`src/rtl/alu_seq.sv`:
```
// alu_seq: sequential ALU with single-cycle logic/add/sub/slt ops,
// iterative shift-add MUL and optional restoring DIVU.
// Ports: clk, rst_n (sync, active low); in_valid/in_ready, a, b, op
// request side; out_valid/out_ready, result, hi, zero, err result side.
// Define ALU_SEQ_DIV_EN to build the divider; otherwise DIVU reports err.
module alu_seq #(
    parameter int WIDTH = 32
) (
    input  logic             clk,
    input  logic             rst_n,
    input  logic             in_valid,
    output logic             in_ready,
    input  logic [WIDTH-1:0] a,
    input  logic [WIDTH-1:0] b,
    input  logic [2:0]       op,
    output logic             out_valid,
    input  logic             out_ready,
    output logic [WIDTH-1:0] result,
    output logic [WIDTH-1:0] hi,
    output logic             zero,
    output logic             err
);

    localparam int CW = $clog2(WIDTH);

    typedef enum logic [1:0] {
        IDLE,
        MUL,
        DIV,
        DONE
    } state_e;

    state_e           state_q, state_d;
    logic [WIDTH-1:0] opnd_q, opnd_d;
    logic [WIDTH-1:0] acc_hi_q, acc_hi_d;
    logic [WIDTH-1:0] acc_lo_q, acc_lo_d;
    logic [CW-1:0]    cnt_q, cnt_d;
    logic             out_valid_q, out_valid_d;
    logic [WIDTH-1:0] result_q, result_d;
    logic [WIDTH-1:0] hi_q, hi_d;
    logic             zero_q, zero_d;
    logic             err_q, err_d;

    logic             rdy_st;
    logic             accept;
    logic [WIDTH-1:0] sc_res;
    logic             sc_err;

    // One shift-add step: add multiplicand on multiplier LSB,
    // then shift the {hi,lo} pair right by one.
    logic [WIDTH:0]   mul_sum;
    logic [WIDTH-1:0] mul_hi_n;
    logic [WIDTH-1:0] mul_lo_n;

    assign mul_sum  = {1'b0, acc_hi_q}
                    + {1'b0, (acc_lo_q[0] ? opnd_q : '0)};
    assign mul_hi_n = mul_sum[WIDTH:1];
    assign mul_lo_n = {mul_sum[0], acc_lo_q[WIDTH-1:1]};

`ifdef ALU_SEQ_DIV_EN
    // One restoring step: shift dividend MSB into the partial
    // remainder, subtract divisor when it fits, shift in the
    // quotient bit. Divisor 0 naturally yields q=all ones, r=a.
    logic [WIDTH:0]   div_t;
    logic             div_ge;
    logic [WIDTH-1:0] div_s;
    logic [WIDTH-1:0] div_hi_n;
    logic [WIDTH-1:0] div_lo_n;

    assign div_t    = {acc_hi_q, acc_lo_q[WIDTH-1]};
    assign div_ge   = div_t >= {1'b0, opnd_q};
    assign div_s    = div_t[WIDTH-1:0] - opnd_q;
    assign div_hi_n = div_ge ? div_s : div_t[WIDTH-1:0];
    assign div_lo_n = {acc_lo_q[WIDTH-2:0], div_ge};
`endif

    always_comb begin
        rdy_st = 1'b0;
        unique case (state_q)
            IDLE:    rdy_st = 1'b1;
            DONE:    rdy_st = out_ready;
            default: rdy_st = 1'b0;
        endcase
    end

    // Reset cycles never accept work.
    assign in_ready = rdy_st & rst_n;
    assign accept   = in_valid & in_ready;

    always_comb begin
        sc_res = '0;
        sc_err = 1'b0;
        unique case (op)
            3'b000:  sc_res = a & b;
            3'b001:  sc_res = a | b;
            3'b010:  sc_res = a + b;
            3'b110:  sc_res = a - b;
            3'b111:  sc_res = {{(WIDTH-1){1'b0}},
                               $signed(a) < $signed(b)};
            default: sc_err = 1'b1;
        endcase
    end

    always_comb begin
        state_d     = state_q;
        opnd_d      = opnd_q;
        acc_hi_d    = acc_hi_q;
        acc_lo_d    = acc_lo_q;
        cnt_d       = cnt_q;
        out_valid_d = out_valid_q;
        result_d    = result_q;
        hi_d        = hi_q;
        zero_d      = zero_q;
        err_d       = err_q;

        unique case (state_q)
            IDLE: ;
            MUL: begin
                acc_hi_d = mul_hi_n;
                acc_lo_d = mul_lo_n;
                cnt_d    = cnt_q - 1'b1;
                if (cnt_q == '0) begin
                    state_d     = DONE;
                    out_valid_d = 1'b1;
                    result_d    = mul_lo_n;
                    hi_d        = mul_hi_n;
                    zero_d      = (mul_lo_n == '0);
                    err_d       = 1'b0;
                end
            end
            DIV: begin
`ifdef ALU_SEQ_DIV_EN
                acc_hi_d = div_hi_n;
                acc_lo_d = div_lo_n;
                cnt_d    = cnt_q - 1'b1;
                if (cnt_q == '0) begin
                    state_d     = DONE;
                    out_valid_d = 1'b1;
                    result_d    = div_lo_n;
                    hi_d        = div_hi_n;
                    zero_d      = (div_lo_n == '0);
                    err_d       = (opnd_q == '0);
                end
`else
                state_d = IDLE;
`endif
            end
            DONE: begin
                if (out_ready) begin
                    state_d     = IDLE;
                    out_valid_d = 1'b0;
                    result_d    = '0;
                    hi_d        = '0;
                    zero_d      = 1'b0;
                    err_d       = 1'b0;
                end
            end
            default: state_d = IDLE;
        endcase

        // Accept overrides: covers IDLE and retire-plus-accept in DONE.
        if (accept) begin
            out_valid_d = 1'b0;
            result_d    = '0;
            hi_d        = '0;
            zero_d      = 1'b0;
            err_d       = 1'b0;
            acc_hi_d    = '0;
            cnt_d       = CW'(WIDTH - 1);
            if (op == 3'b011) begin
                state_d  = MUL;
                opnd_d   = a;
                acc_lo_d = b;
`ifdef ALU_SEQ_DIV_EN
            end else if (op == 3'b100) begin
                state_d  = DIV;
                opnd_d   = b;
                acc_lo_d = a;
`endif
            end else begin
                state_d     = DONE;
                out_valid_d = 1'b1;
                result_d    = sc_res;
                zero_d      = (sc_res == '0);
                err_d       = sc_err;
            end
        end
    end

    always_ff @(posedge clk) begin
        if (!rst_n) begin
            state_q     <= IDLE;
            opnd_q      <= '0;
            acc_hi_q    <= '0;
            acc_lo_q    <= '0;
            cnt_q       <= '0;
            out_valid_q <= 1'b0;
            result_q    <= '0;
            hi_q        <= '0;
            zero_q      <= 1'b0;
            err_q       <= 1'b0;
        end else begin
            state_q     <= state_d;
            opnd_q      <= opnd_d;
            acc_hi_q    <= acc_hi_d;
            acc_lo_q    <= acc_lo_d;
            cnt_q       <= cnt_d;
            out_valid_q <= out_valid_d;
            result_q    <= result_d;
            hi_q        <= hi_d;
            zero_q      <= zero_d;
            err_q       <= err_d;
        end
    end

    assign out_valid = out_valid_q;
    assign result    = result_q;
    assign hi        = hi_q;
    assign zero      = zero_q;
    assign err       = err_q;

endmodule

```
`config.mk`:
```
export PLATFORM = sky130hd
export DESIGN_NAME = alu_seq
export DESIGN_NICKNAME = d
export VERILOG_FILES = /design/src/rtl/alu_seq.sv
export SDC_FILE = /design/constraint.sdc
export NUM_CORES = 1
export LEC_CHECK = 0
export ABC_CLOCK_PERIOD_IN_PS = 9720
export BUFFER_PORTS_ARGS = -buffer_cell sky130_fd_sc_hd__buf_2
export CAP_MARGIN = 20
export CORE_MARGIN = 4
export CORE_UTILIZATION = 66
export DETAILED_ROUTE_END_ITERATION = 16
export GPL_TIMING_DRIVEN = 0
export PLACE_DENSITY = 0.88
export SLEW_MARGIN = 20
export SYNTH_ARGS = -nofsm -noshare
export SYNTH_HDL_FRONTEND = slang
export SYNTH_SLANG_ARGS = --single-unit
```
`constraint.sdc`:
```
create_clock -name clk -period 9.72 [get_ports clk]
set_input_delay 1.944 -clock clk [delete_from_list [all_inputs] [get_ports clk]]
set_output_delay 1.944 -clock clk [all_outputs]
set_load 0.01 [all_outputs]
```
; ---- Word level (Yosys, flattened, before mapping)
; Index checks and enable logic that the tools add are counted.
[classes]
addsub = 4
magnitude_cmp = 1
eq_ne = 12
mux = 34
bitwise = 5
n_reduce_logical = 15
[ops]
columns = cell, n
row1 = two-way mux 32 bit, 9
row2 = one-hot mux 32 bit (5 select lines), 1
row3 = one-hot mux 32 bit (2 select lines), 2
row4 = zero test 32 bit, 2
row5 = adder 32 x 32 -> 33 bit, 1
row6 = adder 32 bit, 1
row7 = AND 32 bit, 1
row8 = less-than comparator 32 bit, 1
row9 = OR 32 bit, 1
row10 = subtractor 32 bit, 1
row11 = two-way mux 1 bit, 11
row12 = two-way mux 5 bit, 2
row13 = AND reduction 3 bit, 3
row14 = two-way mux 2 bit, 4
row15 = one-hot mux 1 bit (2 select lines), 4
row16 = "== test 3 x 2 -> 1 bit, second input constant", 2
row17 = "== test 3 bit, second input constant", 2
row18 = "!= test 3 bit, second input constant", 2
row19 = one-hot mux 2 bit (3 select lines), 1
row20 = zero test 5 bit, 1
row21 = OR reduction 5 bit, 1
row22 = "subtractor 5 x 1 -> 5 bit, second input constant", 1
row23 = "== test 2 bit, second input constant", 2
row24 = "!= test 2 bit, second input constant", 2
row25 = 11 further kinds, 13
[word_totals]
ff_bits = 170
input_bits = 71
out_inout_bits = 68
elab_cells = 81

; ---- Depth between registers and ports, before layout
; Gate-level depths: netlist (run 1).
[depth]
ltp_word = 6
ltp_mapped = 15
depth_no_buf = 15

; ---- Worst setup path after synthesis (run 1)
; Ideal clock, no wire load.
[synth_path]
path_type = input-to-reg
startpoint = in b[3]
endpoint = reg zero_q (netlist: zero)
arrival_ns = 4.995
slack_ns = 4.640
stages = 14
path_cell_list = inv_1 -> ha_1 -> buf_2 -> o21ai_0 -> o21a_1 -> o31ai_1 -> a211oi_1 -> or4b_2 -> a22oi_1 -> xnor2_1 -> o2111ai_1 -> nor4_1 -> nand4_1 -> o31ai_2
[synth_via]
elab_chain_cells = 5
elab_cells_between_ends = 9
cone_classes = add/sub (2) / order compare (1) / mux (3) / bitwise (2) / reduce/logical (1)
[synth_lines]
columns = element, line
row1 = "start, declared", 14  ; input logic [WIDTH-1:0] b,
row2 = subtractor 32 bit (tied with other cells), 97  ; 3'b110: sc_res = a - b;
row3 = one-hot mux 32 bit (5 select lines) *, 93  ; unique case (op)
row4 = zero test 32 bit *, 184  ; zero_d = (sc_res == '0);
row5 = two-way mux 1 bit *, 170  ; if (op == 3'b011) begin
row6 = two-way mux 1 bit *, 162  ; if (accept) begin
row7 = "end signal, assigned", 211  ; zero_q <= zero_d;
row8 = "end, declared", 41  ; logic zero_q, zero_d;
; Mark *: on every way between the ends. The rest lies on a longest branch, timed or not.
; A chain may end at the register's enable or synchronous reset.

; ---- Worst setup path after layout (run 1)
[layout_path]
startpoint = in a[11]
endpoint = reg zero_q (netlist: zero)
[layout_via]
elab_chain_cells = 5
elab_cells_between_ends = 9
cone_classes = add/sub (2) / order compare (1) / mux (3) / bitwise (2) / reduce/logical (1)
[layout_lines]
columns = element, line
row1 = "start, declared", 13  ; input logic [WIDTH-1:0] a,
row2 = subtractor 32 bit (tied with other cells), 97
row3 = one-hot mux 32 bit (5 select lines) *, 93
row4 = zero test 32 bit *, 184
row5 = two-way mux 1 bit *, 170
row6 = two-way mux 1 bit *, 162
; Marks and branches as above.

==> flow_results.xml, run 1 <==
<?xml version="1.0" encoding="UTF-8"?>
<metrics>
  <group name="status">
    <metric name="outcome" unit="">finished clean</metric>
  </group>
  <group name="die">
    <metric name="die_width" unit="um">152</metric>
    <metric name="die-area" unit="mm2">0.0232</metric>
    <metric name="floorplan.initialDensity" unit="">0.676</metric>
    <metric name="rows" unit="">52</metric>
    <metric name="design.core.area" unit="mm2">0.0204</metric>
    <metric name="die_y" unit="um">152</metric>
    <metric name="io_pins" unit="">139</metric>
  </group>
  <group name="worst_setup_path">
    <metric name="reg2regPathDepth" unit="">13</metric>
    <metric name="slowest_stage" unit="">sky130_fd_sc_hd__a2111oi_0</metric>
    <metric name="worst_path_most_repeated_cell" unit="">sky130_fd_sc_hd__o21ai_0</metric>
    <metric name="critical_path.n_buffers_inverters" unit="">3</metric>
    <metric name="worst_r2r_setup_slack" unit="ps">5360</metric>
    <metric name="crit_chain" unit="">buf_2, inv_1, ha_1, clkbuf_1, and4_1, nand2_1, a2111oi_0, o2bb2ai_1, o21ai_0, and2_1, o21ai_0, a32o_1, a211oi_2, nand4_1, o31ai_2</metric>
    <metric name="worst-endpoint-arrival" unit="ps">6190</metric>
    <metric name="regToRegStartpoint" unit="">acc_lo_q[0]</metric>
    <metric name="critPathTopFamily" unit="">compound AO/OA/AOI/OAI gates</metric>
    <metric name="path_max_fanout" unit="">10</metric>
    <metric name="crit_path_end_kind" unit="">flop</metric>
    <metric name="startpoint_type" unit="">input pin</metric>
    <metric name="timing_worst_setup_path_type" unit="">in -&gt; reg</metric>
    <metric name="worst_ep_required_time" unit="ps">10080</metric>
    <metric name="cpPeakStageDelay" unit="ps">930</metric>
    <metric name="terminus_of_the_critical_flop_to_flop_path" unit="">acc_hi_q[29]</metric>
  </group>
  <group name="yosys">
    <metric name="yosys-top-cells-area" unit="">sky130_fd_sc_hd__dfxtp_1 25%, sky130_fd_sc_hd__ha_1 12%, sky130_fd_sc_hd__mux2i_1 7.0%, sky130_fd_sc_hd__a21oi_1 5.3%, sky130_fd_sc_hd__nor2_1 4.8%</metric>
    <metric name="synth_cells" unit="">1803</metric>
    <metric name="syn-mean-instance-area" unit="um2">7.64</metric>
    <metric name="synth_area_leader_cell" unit="">sky130_fd_sc_hd__dfxtp_1</metric>
    <metric name="synth_top_flop_cell" unit="">sky130_fd_sc_hd__dfxtp_1</metric>
    <metric name="ys_warn_count" unit="">0</metric>
    <metric name="synth_area" unit="mm2">0.0138</metric>
    <metric name="synthDominantCellAreaShare" unit="">0.247</metric>
    <metric name="async_flop_share" unit="">0</metric>
    <metric name="synth_cell_type_count" unit="">81</metric>
    <metric name="synth_nets" unit="">2014</metric>
    <metric name="synth_enable_flop_cells" unit="">0</metric>
    <metric name="synth_seq_cells" unit="">170</metric>
    <metric name="ys_seq_area_frac" unit="">0.247</metric>
  </group>
  <group name="clocking">
    <metric name="cts_buffers" unit="">17</metric>
    <metric name="post_cts_resized" unit="">0</metric>
    <metric name="hold_fix_buffer_count_after_cts" unit="">0</metric>
    <metric name="post_cts_buffers" unit="">0</metric>
    <metric name="cts.clk_slew.worst_paths" unit="ps">70</metric>
    <metric name="ctsRootBufferMaster" unit="">sky130_fd_sc_hd__clkbuf_16</metric>
    <metric name="cts_max_level" unit="">4</metric>
    <metric name="clock_insertion_delay_worst_skew" unit="ps">440</metric>
    <metric name="clock_sink_count" unit="">170</metric>
    <metric name="cts_tree" unit="">built</metric>
    <metric name="clk_path_buf_depth" unit="">2</metric>
  </group>
  <group name="timing">
    <metric name="tightestPinTransition" unit="ps">1190</metric>
    <metric name="tns" unit="ps">0</metric>
    <metric name="timing.final.crit_share" unit="">0.600</metric>
    <metric name="clock.fmax" unit="MHz">172</metric>
    <metric name="worst_case_clock_skew" unit="ps">9.52</metric>
    <metric name="slew_headroom" unit="">0.204</metric>
    <metric name="finalSetupViolCount" unit="">0</metric>
    <metric name="fin_crit" unit="ps">5830</metric>
    <metric name="report.final.hold_viol_count" unit="">0</metric>
    <metric name="rsz0062_at_grt" unit="">no</metric>
    <metric name="finalMaxSlewViolations" unit="">0</metric>
    <metric name="hold_slack" unit="ps">451</metric>
  </group>
  <group name="power">
    <metric name="worst_case_vdd_ir_drop" unit="V">0.000114</metric>
    <metric name="totalPowerFinal" unit="mW">2.52</metric>
    <metric name="power_per_cell_area" unit="mW/mm2">164</metric>
    <metric name="static-leakage-power" unit="nW">6.63</metric>
  </group>
  <group name="finish">
    <metric name="most_frequent_cells_in_the_layout" unit="">175 x sky130_fd_sc_hd__nor2_1, 170 x sky130_fd_sc_hd__dfxtp_1, 159 x sky130_fd_sc_hd__nand2_1</metric>
    <metric name="layout.cells.most_common" unit="">sky130_fd_sc_hd__nor2_1</metric>
    <metric name="num-nets-final" unit="">2168</metric>
    <metric name="finalInstanceArea" unit="mm2">0.0154</metric>
    <metric name="fill_cells" unit="">1531</metric>
    <metric name="diodes" unit="">0</metric>
    <metric name="synthToLayoutAreaGrowth" unit="%">11.5</metric>
    <metric name="fraction_of_final_layout_cells_sized_beyond_drive_strength_1" unit="">0.101</metric>
  </group>
  <group name="grt">
    <metric name="global_route.usage.total" unit="">0.427</metric>
    <metric name="antenna_violations_before_repair" unit="">0</metric>
    <metric name="grt_overflow" unit="">0</metric>
    <metric name="largest_net_degree_at_the_start_of_global_routing" unit="">17</metric>
    <metric name="grt_first_pass_wirelength" unit="um">80100</metric>
    <metric name="number_of_global_route_vias_before_repair" unit="">14700</metric>
  </group>
  <group name="min_path">
    <metric name="worst_hold_path.num_cells" unit="">2</metric>
    <metric name="hold_class" unit="">reg -&gt; reg</metric>
    <metric name="timing.hold.worst.start" unit="">opnd_q[11]</metric>
    <metric name="timing.hold.worst_endpoint" unit="">opnd_q[11]</metric>
  </group>
  <group name="route">
    <metric name="ant_nets" unit="">0</metric>
    <metric name="firstDrtPassIters" unit="">8</metric>
    <metric name="avgViaCountPerCell" unit="">6.84</metric>
    <metric name="routed-via-count" unit="">15300</metric>
    <metric name="wirelength" unit="um">52400</metric>
    <metric name="route.detailed.drc" unit="">0</metric>
    <metric name="detail_route.iter0.violations" unit="">2136</metric>
    <metric name="detail_route.wl_per_cell" unit="um">23.4</metric>
  </group>
  <group name="placement">
    <metric name="gp_routability_congestion" unit="">1.04</metric>
    <metric name="io_buffer_count" unit="">135</metric>
    <metric name="detailed_place_hpwl" unit="um">39900</metric>
    <metric name="detailed_place.area" unit="mm2">0.0148</metric>
  </group>
  <group name="job">
    <metric name="maxCapViolations" unit="">0</metric>
  </group>
</metrics>
==> cell type report <==
cell class	count	area, um2	area share
tap	270	338	0.0220
inverter	145	544	0.0354
buffer	113	438	0.0285
multi-input combinational	1375	9390	0.611
clock buffer	20	457	0.0297
clock inverter	12	113	0.00733
timing repair buffer	135	676	0.0440
sequential	170	3400	0.222
==> routing by layer <==
metal  up-vias  GRT usage  part of all wire
met4         0      0.226             0.066
met2      1177      0.694              0.44
met3       306     0.0878              0.13
met1      7069      0.534              0.36
li1       6771          -                 -
met5         -          0                 0
==> synth_stat cells, types with 11 or more instances <==
cell type / instances
sky130_fd_sc_hd__nand3_1: 27
sky130_fd_sc_hd__nor2_1: 175
sky130_fd_sc_hd__o211ai_1: 15
sky130_fd_sc_hd__clkbuf_1: 92
sky130_fd_sc_hd__a221oi_1: 22
sky130_fd_sc_hd__nor3_1: 53
sky130_fd_sc_hd__a21o_1: 21
sky130_fd_sc_hd__a211oi_1: 63
sky130_fd_sc_hd__nand2_1: 159
sky130_fd_sc_hd__or3_1: 11
sky130_fd_sc_hd__o21ai_0: 65
sky130_fd_sc_hd__and3_1: 13
sky130_fd_sc_hd__nand4_1: 24
sky130_fd_sc_hd__a31oi_1: 12
sky130_fd_sc_hd__a21oi_1: 146
sky130_fd_sc_hd__o21a_1: 12
sky130_fd_sc_hd__xnor2_1: 34
sky130_fd_sc_hd__ha_1: 137
sky130_fd_sc_hd__o21bai_1: 18
sky130_fd_sc_hd__buf_1: 15
sky130_fd_sc_hd__o31ai_1: 11
sky130_fd_sc_hd__a22oi_1: 22
sky130_fd_sc_hd__mux2i_1: 97
sky130_fd_sc_hd__nor2b_1: 11
sky130_fd_sc_hd__and2_1: 37
sky130_fd_sc_hd__inv_1: 144
sky130_fd_sc_hd__dfxtp_1: 170
sky130_fd_sc_hd__nand2b_1: 18
sky130_fd_sc_hd__xor2_1: 11
sky130_fd_sc_hd__a221o_1: 11
sky130_fd_sc_hd__nor4_1: 22
==> stage by stage <==
| stage | instances | setup slack [ps] | utilization |
|---|---|---|---|
| floorplan | 1803 | 4640 | - |
| finish | 2240 | 3890 | 0.754 |
| CTS | 2240 | 4010 | 0.754 |
| global placement | 2208 | 3560 | 0.726 |
| detailed placement | 2208 | 3570 | 0.726 |
| global route | 2240 | 3780 | 0.754 |
==> state kept, by name, summed over array words and instances, names as in the netlist <==
signal / count
hi: 32
out_valid: 1
result: 32
err: 1
acc_lo_q: 32
state_q: 2
cnt_q: 5
acc_hi_q: 32
zero: 1
opnd_q: 32
==> logic make-up after synthesis <==
logic type,after synthesis,synth area share
buffers and inverters,258,0.0713
AND/OR/NAND/NOR,582,0.201
adder cells (fa/ha/maj),140,0.129
multiplexers,101,0.0738
XOR/XNOR,45,0.0286
AO/OA/AOI/OAI,507,0.249
flip-flops,170,0.247
==> where the power goes <==
group          total [mW]  leakage (nW)  internal, mW  switching [mW]
Clock               0.671         0.265         0.368           0.303
Sequential          0.845          1.38         0.773          0.0728
Combinational        1.01          4.99         0.339           0.669
Total                2.52          6.63          1.48            1.04
==> worst min-delay path: stages, from the launching register on <==
cell and delay, ps:
sky130_fd_sc_hd__dfxtp_1 300, sky130_fd_sc_hd__nand2_1 50, sky130_fd_sc_hd__a21oi_1 50
==> worst max-delay path by stage <==
stage,end,depth (start not counted),slack [ps],from
global route,zero,15,3780,a[11]
floorplan,zero,14,4640,b[3]
finish,zero,15,3890,a[11]
global placement,zero,15,3560,a[11]
detailed placement,zero,15,3570,a[11]
CTS,zero,15,4010,a[11]
(Power assumes the default switching activity.)
==> run 2: changes to the inputs <==
--- a/config.mk
+++ b/config.mk
@@ -5,14 +5,15 @@
 export SDC_FILE = /design/constraint.sdc
 export NUM_CORES = 1
 export LEC_CHECK = 0
-export ABC_CLOCK_PERIOD_IN_PS = 9720
+export ABC_AREA = 1
+export ABC_CLOCK_PERIOD_IN_PS = 5150
 export BUFFER_PORTS_ARGS = -buffer_cell sky130_fd_sc_hd__buf_2
 export CAP_MARGIN = 20
 export CORE_MARGIN = 4
-export CORE_UTILIZATION = 66
+export CORE_UTILIZATION = 56
 export DETAILED_ROUTE_END_ITERATION = 16
 export GPL_TIMING_DRIVEN = 0
-export PLACE_DENSITY = 0.88
+export PLACE_DENSITY = 0.79
 export SLEW_MARGIN = 20
 export SYNTH_ARGS = -nofsm -noshare
 export SYNTH_HDL_FRONTEND = slang
==> constraint.sdc (replaced) <==
create_clock -name clk -period 5.15 [get_ports clk]
set_input_delay 1.03 -clock clk [delete_from_list [all_inputs] [get_ports clk]]
set_output_delay 1.03 -clock clk [all_outputs]
set_load 0.01 [all_outputs]
==> flow_results.xml, run 2 <==
<?xml version="1.0" encoding="UTF-8"?>
<metrics>
  <group name="status">
    <metric name="outcome" unit="">finished clean</metric>
  </group>
  <group name="finish">
    <metric name="synthToLayoutAreaGrowth" unit="%">11.4</metric>
    <metric name="fill_cells" unit="">2633</metric>
    <metric name="num-nets-final" unit="">2902</metric>
    <metric name="most_frequent_cells_in_the_layout" unit="">718 x sky130_fd_sc_hd__nand2_1, 392 x sky130_fd_sc_hd__inv_1, 209 x sky130_fd_sc_hd__nor2_1</metric>
    <metric name="finalInstanceArea" unit="mm2">0.0170</metric>
    <metric name="layout.cells.most_common" unit="">sky130_fd_sc_hd__nand2_1</metric>
    <metric name="fraction_of_final_layout_cells_sized_beyond_drive_strength_1" unit="">0.121</metric>
    <metric name="diodes" unit="">0</metric>
  </group>
  <group name="grt">
    <metric name="global_route.usage.total" unit="">0.374</metric>
    <metric name="largest_net_degree_at_the_start_of_global_routing" unit="">18</metric>
    <metric name="grt_first_pass_wirelength" unit="um">89100</metric>
    <metric name="number_of_global_route_vias_before_repair" unit="">16100</metric>
    <metric name="antenna_violations_before_repair" unit="">0</metric>
    <metric name="grt_overflow" unit="">0</metric>
  </group>
  <group name="clocking">
    <metric name="clock_sink_count" unit="">170</metric>
    <metric name="cts.clk_slew.worst_paths" unit="ps">70</metric>
    <metric name="hold_fix_buffer_count_after_cts" unit="">0</metric>
    <metric name="ctsRootBufferMaster" unit="">sky130_fd_sc_hd__clkbuf_16</metric>
    <metric name="clock_insertion_delay_worst_skew" unit="ps">430</metric>
    <metric name="clk_path_buf_depth" unit="">2</metric>
    <metric name="cts_tree" unit="">built</metric>
    <metric name="cts_buffers" unit="">17</metric>
    <metric name="post_cts_buffers" unit="">0</metric>
    <metric name="post_cts_resized" unit="">0</metric>
    <metric name="cts_max_level" unit="">4</metric>
  </group>
  <group name="min_path">
    <metric name="worst_hold_path.num_cells" unit="">2</metric>
    <metric name="hold_class" unit="">reg -&gt; reg</metric>
  </group>
  <group name="power">
    <metric name="worst_case_vdd_ir_drop" unit="V">0.000251</metric>
    <metric name="power_per_cell_area" unit="mW/mm2">306</metric>
    <metric name="static-leakage-power" unit="nW">8.98</metric>
  </group>
  <group name="yosys">
    <metric name="synth_cell_type_count" unit="">54</metric>
    <metric name="synth_enable_flop_cells" unit="">0</metric>
    <metric name="synth_nets" unit="">2746</metric>
    <metric name="syn-mean-instance-area" unit="um2">6.02</metric>
    <metric name="async_flop_share" unit="">0</metric>
    <metric name="synth_area_leader_cell" unit="">sky130_fd_sc_hd__dfxtp_1</metric>
    <metric name="synthDominantCellAreaShare" unit="">0.223</metric>
    <metric name="synth_seq_cells" unit="">170</metric>
    <metric name="synth_cells" unit="">2535</metric>
    <metric name="yosys-top-cells-area" unit="">sky130_fd_sc_hd__dfxtp_1 22%, sky130_fd_sc_hd__nand2_1 18%, sky130_fd_sc_hd__ha_1 11%, sky130_fd_sc_hd__inv_1 9.6%, sky130_fd_sc_hd__a21oi_1 5.5%</metric>
    <metric name="yosys.cell_count.top_type" unit="">sky130_fd_sc_hd__nand2_1</metric>
    <metric name="synth_area" unit="mm2">0.0153</metric>
    <metric name="ys_warn_count" unit="">0</metric>
    <metric name="ys_seq_area_frac" unit="">0.223</metric>
    <metric name="synth_common_cells" unit="">718 x sky130_fd_sc_hd__nand2_1, 392 x sky130_fd_sc_hd__inv_1, 209 x sky130_fd_sc_hd__nor2_1, 170 x sky130_fd_sc_hd__dfxtp_1, 169 x sky130_fd_sc_hd__a21oi_1</metric>
    <metric name="synth_top_flop_cell" unit="">sky130_fd_sc_hd__dfxtp_1</metric>
  </group>
  <group name="placement">
    <metric name="io_buffer_count" unit="">137</metric>
    <metric name="gp_routability_congestion" unit="">1.03</metric>
    <metric name="detailed_place.area" unit="mm2">0.0164</metric>
    <metric name="detailed_place_hpwl" unit="um">47900</metric>
  </group>
  <group name="job">
    <metric name="maxCapViolations" unit="">0</metric>
  </group>
  <group name="timing">
    <metric name="tightestPinTransition" unit="ps">908</metric>
    <metric name="finalMaxSlewViolations" unit="">0</metric>
    <metric name="finalSetupViolCount" unit="">0</metric>
    <metric name="slew_headroom" unit="">0.390</metric>
    <metric name="rsz0062_at_grt" unit="">no</metric>
    <metric name="timing.final.crit_share" unit="">0.747</metric>
    <metric name="report.final.hold_viol_count" unit="">0</metric>
    <metric name="clock.fmax" unit="MHz">260</metric>
    <metric name="worst_case_clock_skew" unit="ps">16.1</metric>
    <metric name="fin_crit" unit="ps">3850</metric>
    <metric name="tns" unit="ps">0</metric>
  </group>
  <group name="route">
    <metric name="routed-via-count" unit="">17500</metric>
    <metric name="avgViaCountPerCell" unit="">5.75</metric>
    <metric name="ant_nets" unit="">0</metric>
    <metric name="detail_route.iter0.violations" unit="">2191</metric>
    <metric name="detail_route.wl_per_cell" unit="um">19.1</metric>
    <metric name="wirelength" unit="um">58300</metric>
    <metric name="firstDrtPassIters" unit="">9</metric>
    <metric name="route.detailed.drc" unit="">0</metric>
  </group>
  <group name="worst_setup_path">
    <metric name="worst_ep_required_time" unit="ps">5500</metric>
    <metric name="timing_worst_setup_path_type" unit="">in -&gt; reg</metric>
    <metric name="startpoint_type" unit="">input pin</metric>
    <metric name="crit_path_end_kind" unit="">flop</metric>
    <metric name="path_max_fanout" unit="">4</metric>
    <metric name="worst-endpoint-arrival" unit="ps">4200</metric>
    <metric name="reg2regPathDepth" unit="">16</metric>
  </group>
  <group name="die">
    <metric name="die_y" unit="um">173</metric>
    <metric name="rows" unit="">60</metric>
    <metric name="floorplan.initialDensity" unit="">0.568</metric>
    <metric name="io_pins" unit="">139</metric>
    <metric name="die_width" unit="um">173</metric>
    <metric name="design.core.area" unit="mm2">0.0269</metric>
    <metric name="die-area" unit="mm2">0.0300</metric>
  </group>
</metrics>
[run 2: worst paths after layout]
kind | endpoint | slack, ps | from
worst max-delay path | zero | 1300 | a[0]
worst min-delay path | hi[18] | 460 | hi[18]
worst max register to register | hi[31] | 1580 | acc_lo_q[0]
worst min register to register | hi[18] | 460 | hi[18]
[run 2: final cells by class]
cell class              instances  area [um2]  area share
clock inverters                15         198      0.0116
repair buffers                137         686      0.0403
flip-flops and latches        170        3400       0.200
clock buffers                  17         425      0.0250
plain buffers                 102         529      0.0311
multi-input cells            1834        9730       0.572
inverters                     429        1610      0.0947
well taps                     341         427      0.0251
[run 2: stage by stage]
stage	instances	setup slack [ps]	util	hold slack (ps)	power, mW
after detailed placement	3013	1070	0.610	451	3.74
after global routing	3045	1320	0.633	480	5.48
after floorplan	2535	2220	-	445	3.02
after global placement	3013	1150	0.610	447	3.68
final	3045	1300	0.633	462	5.21
after CTS	3045	1480	0.633	462	5.11
[run 2: cell families after synthesis]
family / synth area share
compound gates: 0.170
simple gates: 0.335
flops: 0.223
xor+xnor: 0.0161
buf+inv: 0.140
fa+ha+maj: 0.116
[run 2: per-layer routing]
metal	wire length, um	GRT usage	vias up	share of wire
met5	0	0	-	0
met4	2470	0.146	0	0.042
met3	6610	0.0807	161	0.11
met2	24300	0.565	1032	0.42
met1	24800	0.521	7943	0.43
li1	-	-	8379	-
[run 2: where the power goes]
group | switching (mW) | internal [mW] | leakage, nW
clock network | 0.610 | 0.783 | 0.300
logic | 1.59 | 0.640 | 7.30
registers | 0.114 | 1.47 | 1.38
[run 2: worst max-delay path, cell delays in order]
cell,delay (ps)
sky130_fd_sc_hd__buf_2,90
sky130_fd_sc_hd__inv_1,90
sky130_fd_sc_hd__ha_1,280
sky130_fd_sc_hd__fa_1,450
sky130_fd_sc_hd__inv_1,100
sky130_fd_sc_hd__nand2_1,80
sky130_fd_sc_hd__nand2_1,80
sky130_fd_sc_hd__nand3_1,110
sky130_fd_sc_hd__nand2_2,160
sky130_fd_sc_hd__nand2_1,90
sky130_fd_sc_hd__nand2_1,190
sky130_fd_sc_hd__nand3_1,160
sky130_fd_sc_hd__nand2_1,90
sky130_fd_sc_hd__nand2_1,90
sky130_fd_sc_hd__nand3_1,240
sky130_fd_sc_hd__nand2_1,180
sky130_fd_sc_hd__nor2_1,230
sky130_fd_sc_hd__nand2_1,90
sky130_fd_sc_hd__nor2_1,120
sky130_fd_sc_hd__nand2_1,110
sky130_fd_sc_hd__a21oi_2,140
